[src/rtl/multicycle_add_sub.sv]
// Multi-cycle ripple adder/subtractor: WIDTH bits processed CHUNK bits
// per clock, LSB chunk first, with carry held in a register between chunks.
module multicycle_add_sub #(
    parameter int WIDTH = 32,
    parameter int CHUNK = 8
) (
    input  logic             clk,
    input  logic             rst_n,
    input  logic             start,
    input  logic             sub,
    input  logic             cin,
    input  logic [WIDTH-1:0] a,
    input  logic [WIDTH-1:0] b,
    output logic             busy,
    output logic             done,
    output logic [WIDTH-1:0] result,
    output logic             cout,
    output logic             overflow,
    output logic             zero
);

    localparam int NCHUNK = WIDTH / CHUNK;
    localparam int KW     = (NCHUNK > 1) ? $clog2(NCHUNK) : 1;

    typedef enum logic {
        IDLE,
        RUN
    } state_t;

    state_t           state_q, state_d;
    logic [KW-1:0]    k_q, k_d;
    logic [WIDTH-1:0] a_q, a_d;
    logic [WIDTH-1:0] b_q, b_d;
    logic [WIDTH-1:0] shadow_q, shadow_d;
    logic [WIDTH-1:0] result_q, result_d;
    logic             carry_q, carry_d;
    logic             cout_q, cout_d;
    logic             overflow_q, overflow_d;
    logic             zero_q, zero_d;
    logic             done_q, done_d;

    logic [CHUNK-1:0] a_chunk;
    logic [CHUNK-1:0] b_chunk;
    logic [CHUNK:0]   csum;
    logic             msb_cin;
    logic             last;

    // Current chunk slice and its sum; b_q already holds the effective B
    assign a_chunk = a_q[k_q*CHUNK +: CHUNK];
    assign b_chunk = b_q[k_q*CHUNK +: CHUNK];
    assign csum    = {1'b0, a_chunk} + {1'b0, b_chunk}
                   + {{CHUNK{1'b0}}, carry_q};
    assign msb_cin = a_chunk[CHUNK-1] ^ b_chunk[CHUNK-1] ^ csum[CHUNK-1];
    assign last    = (k_q == KW'(NCHUNK - 1));

    // FSM state register
    always_ff @(posedge clk) begin
        if (!rst_n) begin
            state_q <= IDLE;
        end else begin
            state_q <= state_d;
        end
    end

    // FSM next state: IDLE accepts start, RUN ends after the last chunk
    always_comb begin
        state_d = state_q;
        unique case (state_q)
            IDLE: if (start) state_d = RUN;
            RUN:  if (last) state_d = IDLE;
            default: state_d = IDLE;
        endcase
    end

    // FSM outputs: busy follows the RUN state directly
    always_comb begin
        busy = (state_q == RUN);
    end

    // Datapath next state: operand capture, chunk step and completion
    always_comb begin
        a_d        = a_q;
        b_d        = b_q;
        carry_d    = carry_q;
        k_d        = k_q;
        shadow_d   = shadow_q;
        result_d   = result_q;
        cout_d     = cout_q;
        overflow_d = overflow_q;
        zero_d     = zero_q;
        done_d     = 1'b0;
        unique case (state_q)
            IDLE: begin
                if (start) begin
                    a_d     = a;
                    b_d     = sub ? ~b : b;
                    carry_d = sub ? 1'b1 : cin;
                    k_d     = '0;
                end
            end
            RUN: begin
                shadow_d[k_q*CHUNK +: CHUNK] = csum[CHUNK-1:0];
                carry_d = csum[CHUNK];
                k_d     = k_q + KW'(1);
                if (last) begin
                    result_d   = shadow_d;
                    cout_d     = csum[CHUNK];
                    overflow_d = msb_cin ^ csum[CHUNK];
                    zero_d     = (shadow_d == '0);
                    done_d     = 1'b1;
                end
            end
            default: ;
        endcase
    end

    // Datapath registers; reset clears visible outputs and drops work
    always_ff @(posedge clk) begin
        if (!rst_n) begin
            a_q        <= '0;
            b_q        <= '0;
            carry_q    <= 1'b0;
            k_q        <= '0;
            shadow_q   <= '0;
            result_q   <= '0;
            cout_q     <= 1'b0;
            overflow_q <= 1'b0;
            zero_q     <= 1'b0;
            done_q     <= 1'b0;
        end else begin
            a_q        <= a_d;
            b_q        <= b_d;
            carry_q    <= carry_d;
            k_q        <= k_d;
            shadow_q   <= shadow_d;
            result_q   <= result_d;
            cout_q     <= cout_d;
            overflow_q <= overflow_d;
            zero_q     <= zero_d;
            done_q     <= done_d;
        end
    end

    assign done     = done_q;
    assign result   = result_q;
    assign cout     = cout_q;
    assign overflow = overflow_q;
    assign zero     = zero_q;

endmodule

[config.mk]
export PLATFORM = sky130hd
export DESIGN_NAME = multicycle_add_sub
export DESIGN_NICKNAME = d
export VERILOG_FILES = /design/src/rtl/multicycle_add_sub.sv
export SDC_FILE = /design/constraint.sdc
export NUM_CORES = 1
export LEC_CHECK = 0
export CAP_MARGIN = 20
export CORE_ASPECT_RATIO = 0.75
export CORE_MARGIN = 1.5
export CORE_UTILIZATION = 40
export DETAILED_ROUTE_END_ITERATION = 10
export PLACE_DENSITY = 0.74
export REMOVE_ABC_BUFFERS = 1
export SLEW_MARGIN = 30
export SYNTH_ARGS = -nofsm -noshare
export SYNTH_HDL_FRONTEND = slang
export SYNTH_SLANG_ARGS = --single-unit
[constraint.sdc]
create_clock -name clk -period 4.4 [get_ports clk]
set_input_delay 0.66 -clock clk [delete_from_list [all_inputs] [get_ports clk]]
set_output_delay 0.66 -clock clk [all_outputs]
set_load 0.01 [all_outputs]
Word-level counts from Yosys, hierarchy flattened:

Cells that the tools add are included.

* input bits: 69
* bits in read-only memories: 0
* memories kept: 0
* bits in writable memories: 0
* output and inout bits: 37
* logic and storage cells: 41
* flip-flop bits (word level): 136
* latch bits: 0

* bitwise logic cells: 5
* reduce and logical (&&, ||, !) cells: 4
* $mul: 0
* divide/modulo/power cells: 0
* equality and inequality tests: 2
* mux-type cells: 11
* $add $sub $neg: 4
* order comparisons: 0
* shift-type cells: 4

Operator list (number)
* $shiftx 32x6->8: 2
* $neg 5->34: 1
* $shift 8x34->32 const A: 1
* $shiftx 8x34->32: 1
* $bwmux 32: 1
* $logic_not 32->1: 1
* $mux 32: 1
* $not 32->32: 1
* $add 8x8->9: 1
* $add 9x1->9: 1
* $reduce_and 2->1: 3
* $mux 1: 5
* $pmux 1 s2: 2
* $pmux 2 s2: 1
* $xor 1x1->1: 3
* $add 2x1->2 const B: 1
* $eq 2x2->1 const B: 1
* $mux 2: 1
* $ne 2x2->1 const B: 1
* $not 1->1: 1

Longest topological paths before layout:

* depth in word-level cells: 6
* mapped depth: 11
* depth with buffers taken out: 10

Worst setup path before layout:

No wires, ideal clock.

* path kind: register -> register
* start point: register k_q[0]
* end point: register result_q[15], in the netlist result[15]
* arrival: 3500 ps
* cell stages (with the launch flop): 11
* required time: 4283 ps
* clock period less this slack: 3617 ps
* setup slack: 783 ps
* buffers on the path: 2
* library setup time: 117 ps
* path through: dfxtp_1 -> buf_1 -> buf_2 -> mux4_2 -> ha_1 -> and3_1 -> a221oi_1 -> a21oi_1 -> xnor2_2 -> o22ai_1 -> a22o_1

* word-level cells in the longest chain between the ends: 5
* elaborated cells on any way between the ends: 10
* those cells by class: add/sub: 3; eq/ne: 1; shift: 4; mux: 1; reduce/logical: 1

Ends and longest elaborated chain
* start: declaration: line 31 `logic [KW-1:0] k_q, k_d;`
* start signal: assignment: line 134 `k_q <= k_d;`
* $shiftx 32x6->8, on equally long branches: line 49, 50
* $add 8x8->9: line 51 `assign csum = {1'b0, a_chunk} + {1'b0, b_chunk}`
* $add 9x1->9: line 52 `+ {{CHUNK{1'b0}}, carry_q};`
* $shiftx 8x34->32: line 102 `shadow_d[k_q*CHUNK +: CHUNK] = csum[CHUNK-1:0];`
* $bwmux 32: line 102
* end signal: assignment: line 136 `result_q <= result_d;`
* end: declaration: line 35 `logic [WIDTH-1:0] result_q, result_d;`

Several ways; a longest one is shown, not always the timed one.
A chain may end at the register's enable or synchronous reset.

Final worst setup path:

Ends and elaborated chain as after synthesis.

==> impl_metrics.env <==
export IMPL_status="finished clean"
export IMPL_final_util=0.524
export IMPL_grt_pass1_vias=5048
export IMPL_crit_type="flip-flop to flip-flop"
export IMPL_htreeDepth=4
export IMPL_std_cell_rows=39
export IMPL_hpwl_mm=11.1
export IMPL_synth_top_cells_by_area="dfxtp_1 (44%), nand2_1 (6.1%), mux4_2 (5.8%)"
export IMPL_leakagePower_nw=2.83
export IMPL_setup_ws_ps=721
export IMPL_nets=867
export IMPL_io_pin_count=106
export IMPL_cp_cell_sequence="buf_4 -> mux4_2 -> ha_1 -> and3_1 -> a221oi_1 -> a21oi_1 -> xnor2_2 -> o22ai_1 -> a22o_1"
export IMPL_slew_violations=0
export IMPL_synth_top_area_frac=0.441
export IMPL_worstMarginPinSlew_ps=897
export IMPL_p_total_w=0.00309
export IMPL_power_density_mw_per_mm2=388
export IMPL_initial_core_util=0.407
export IMPL_avgRoutedWirePerCell_um=16.1
export IMPL_worstRegToRegCells=9
export IMPL_track_usage=0.207
export IMPL_max_vdd_ir_drop_mv=0.253
export IMPL_dp_slack_ps=700
export IMPL_grt_setup_unrepaired="false"
export IMPL_grt_pass1_wl_mm=26.4
export IMPL_yosysWarnings=0
export IMPL_drtIter0Drc=495
export IMPL_fmaxAchievable_ghz=0.272
export IMPL_synth_cell_types=58
export IMPL_grt_max_degree=100
export IMPL_netlist_instances=695
export IMPL_syn_area_mm2=0.00617
export IMPL_die_w_um=146
export IMPL_fp_dieArea_mm2=0.0162
export IMPL_r2r_end="result[15]"
export IMPL_cts_root_buf="clkbuf_16"
export IMPL_ys_seq_elements=136
export IMPL_post_cts_setup_buffers=0
export IMPL_synthArstFlopShare=0
export IMPL_routed_via_density=5.31
export IMPL_numCtsBuffers=17
export IMPL_crit_path_end_kind="flip-flop"
export IMPL_required_ps=4720
export IMPL_final_setup_viol_count=0
export IMPL_clock_path_buffers=2
export IMPL_synth_largest_area_cell="dfxtp_1"
export IMPL_hold_buffers=0
export IMPL_multi_input_area_mm2=0.00321
export IMPL_fin_crit_ps=3680
export IMPL_critical_path_top_delay_family="compound AO/OA/AOI/OAI gates"
export IMPL_area_delta_synth_final_pct=28.9
export IMPL_antenna_found_initial=0
export IMPL_crit_fanout=10
export IMPL_first_pass_iters=5
export IMPL_crit_buf_inv=1
export IMPL_die_y_um=111
export IMPL_start_kind="flip-flop"
export IMPL_critPathMaxStageDelay_ps=670
export IMPL_n_fill_cell=1354
export IMPL_clock_skew_ps=7.22
export IMPL_clock_latency_ps=420
export IMPL_hp_class="flip-flop to flip-flop"
export IMPL_whs_endpoint="result[29]"
export IMPL_yosys_top_cells_count="dfxtp_1 (136), nand2_1 (100), nor2_1 (81)"
export IMPL_drv_cap=0
export IMPL_register_area_mm2=0.00272
export IMPL_diodes=0
export IMPL_vias=5305
export IMPL_ant_nets=0
export IMPL_rr_startpoint="k_q[0]"
export IMPL_finalHoldViolations=0
export IMPL_hp_start="result[29]"
export IMPL_synth_edf_count=0
export IMPL_yosysSeqAreaShare=0.441
export IMPL_portBuffers=105
export IMPL_gp_congestion=0.858
export IMPL_synth_flop_cell="dfxtp_1"
export IMPL_slowest_stage="dfxtp_1"
export IMPL_grt_overflow=0
export IMPL_clkSinkCount=136
export IMPL_cts_tree="yes"
export IMPL_synth_most_common_cell="dfxtp_1"
export IMPL_whs_path_depth=2
export IMPL_cp_arrival_ps=4000
export IMPL_max_slew_margin=0.402
export IMPL_finalCritPeriodShare=0.836
export IMPL_post_cts_resized=0
export IMPL_core_area_mm2=0.0152
export IMPL_clkTransAtPathRegs_ps=60
export IMPL_wirelength_mm=16.1
export IMPL_avgSynthCellArea_um2=8.88
export IMPL_drive_gt1_frac=0.0893
export IMPL_drcViolationCount=0
export IMPL_r2r_setup_slack_ps=720
## placed cells by master, fill, tap and decap left out, drive strengths merged, types with 4 or more instances in the layout
cell type	instances
xnor2	34
nor3	5
a22o	8
nor2b	11
a22oi	11
nand2b	4
ha	13
inv	19
nor2	81
nand2	100
clkbuf	19
a21oi	60
o22ai	8
clkdlybuf4s50	104
o21ai	28
clkinv	10
nor4	4
a211oi	47
a2bb2oi	10
mux4	16
buf	13
dfxtp	136
## cell type report
class | count | share of cell area
clock buffers | 19 | 0.0569
clock inverters | 12 | 0.0101
inverters | 19 | 0.00896
multi-input cells | 492 | 0.404
flip-flops and latches | 136 | 0.342
well taps | 205 | 0.0322
repair buffers | 117 | 0.146
## metrics by stage
| step | area [um^2] | setup TNS, ps | instances | hold WS (ps) |
|---|---|---|---|---|
| global placement | 7390 | 0 | 968 | 440 |
| detailed placement | 7390 | 0 | 968 | 446 |
| floorplan | 5990 | -6140 | 647 | 433 |
| finish | 7960 | 0 | 1000 | 449 |
| CTS | 7930 | 0 | 999 | 454 |
| global route | 7960 | 0 | 1000 | 473 |
## worst register-to-register path, delay by kind of cell, from the launching register on
family | cells | cell delay (ps)
buffers and inverters | 1 | 330
and+or+nand+nor | 1 | 210
muxes | 1 | 540
xor gates and xnor gates | 1 | 480
AOI/OAI and AO/OA | 4 | 990
DFF | 1 | 670
adders and majority gates | 1 | 360
## worst max-delay path by stage
stage	from	endpoint	slack, ps	cells past startpoint
global placement	k_q[0]	result[7]	820	9
detailed placement	k_q[0]	result[7]	700	9
global route	k_q[0]	result[15]	430	9
CTS	k_q[0]	result[15]	690	9
floorplan	busy	b_q[0]	-130	2
finish	k_q[0]	result[15]	720	9
## kinds of logic after synthesis
group                    Yosys count  synth area share
buffers and inverters             67            0.0416
multiplexers                      18            0.0616
XOR/XNOR                          36            0.0523
AND/OR/NAND/NOR                  230             0.167
AO/OA/AOI/OAI                    193             0.204
flip-flops                       136             0.441
adder cells (fa/ha/maj)           15            0.0328
## report_power, final
group / switching, W / internal, W
Sequential: 0.0000411 / 0.00129
Clock: 0.000536 / 0.000741
Combinational: 0.000260 / 0.000218
## state kept, by name, summed over array words and instances, names as in the netlist
name	count
zero	1
done	1
busy	1
k_q	2
overflow	1
b_q	32
cout	1
result	32
a_q	32
carry_q	1
shadow_q	32
## metal layers
layer | track usage | part of all wire | vias to the layer above
li1 | - | - | 2632
met1 | 0.312 | 0.52 | 2455
met2 | 0.280 | 0.40 | 187
met3 | 0.0550 | 0.065 | 31
met4 | 0.0734 | 0.023 | 0
met5 | 0 | 0 | -
(Power assumes the default switching activity.)
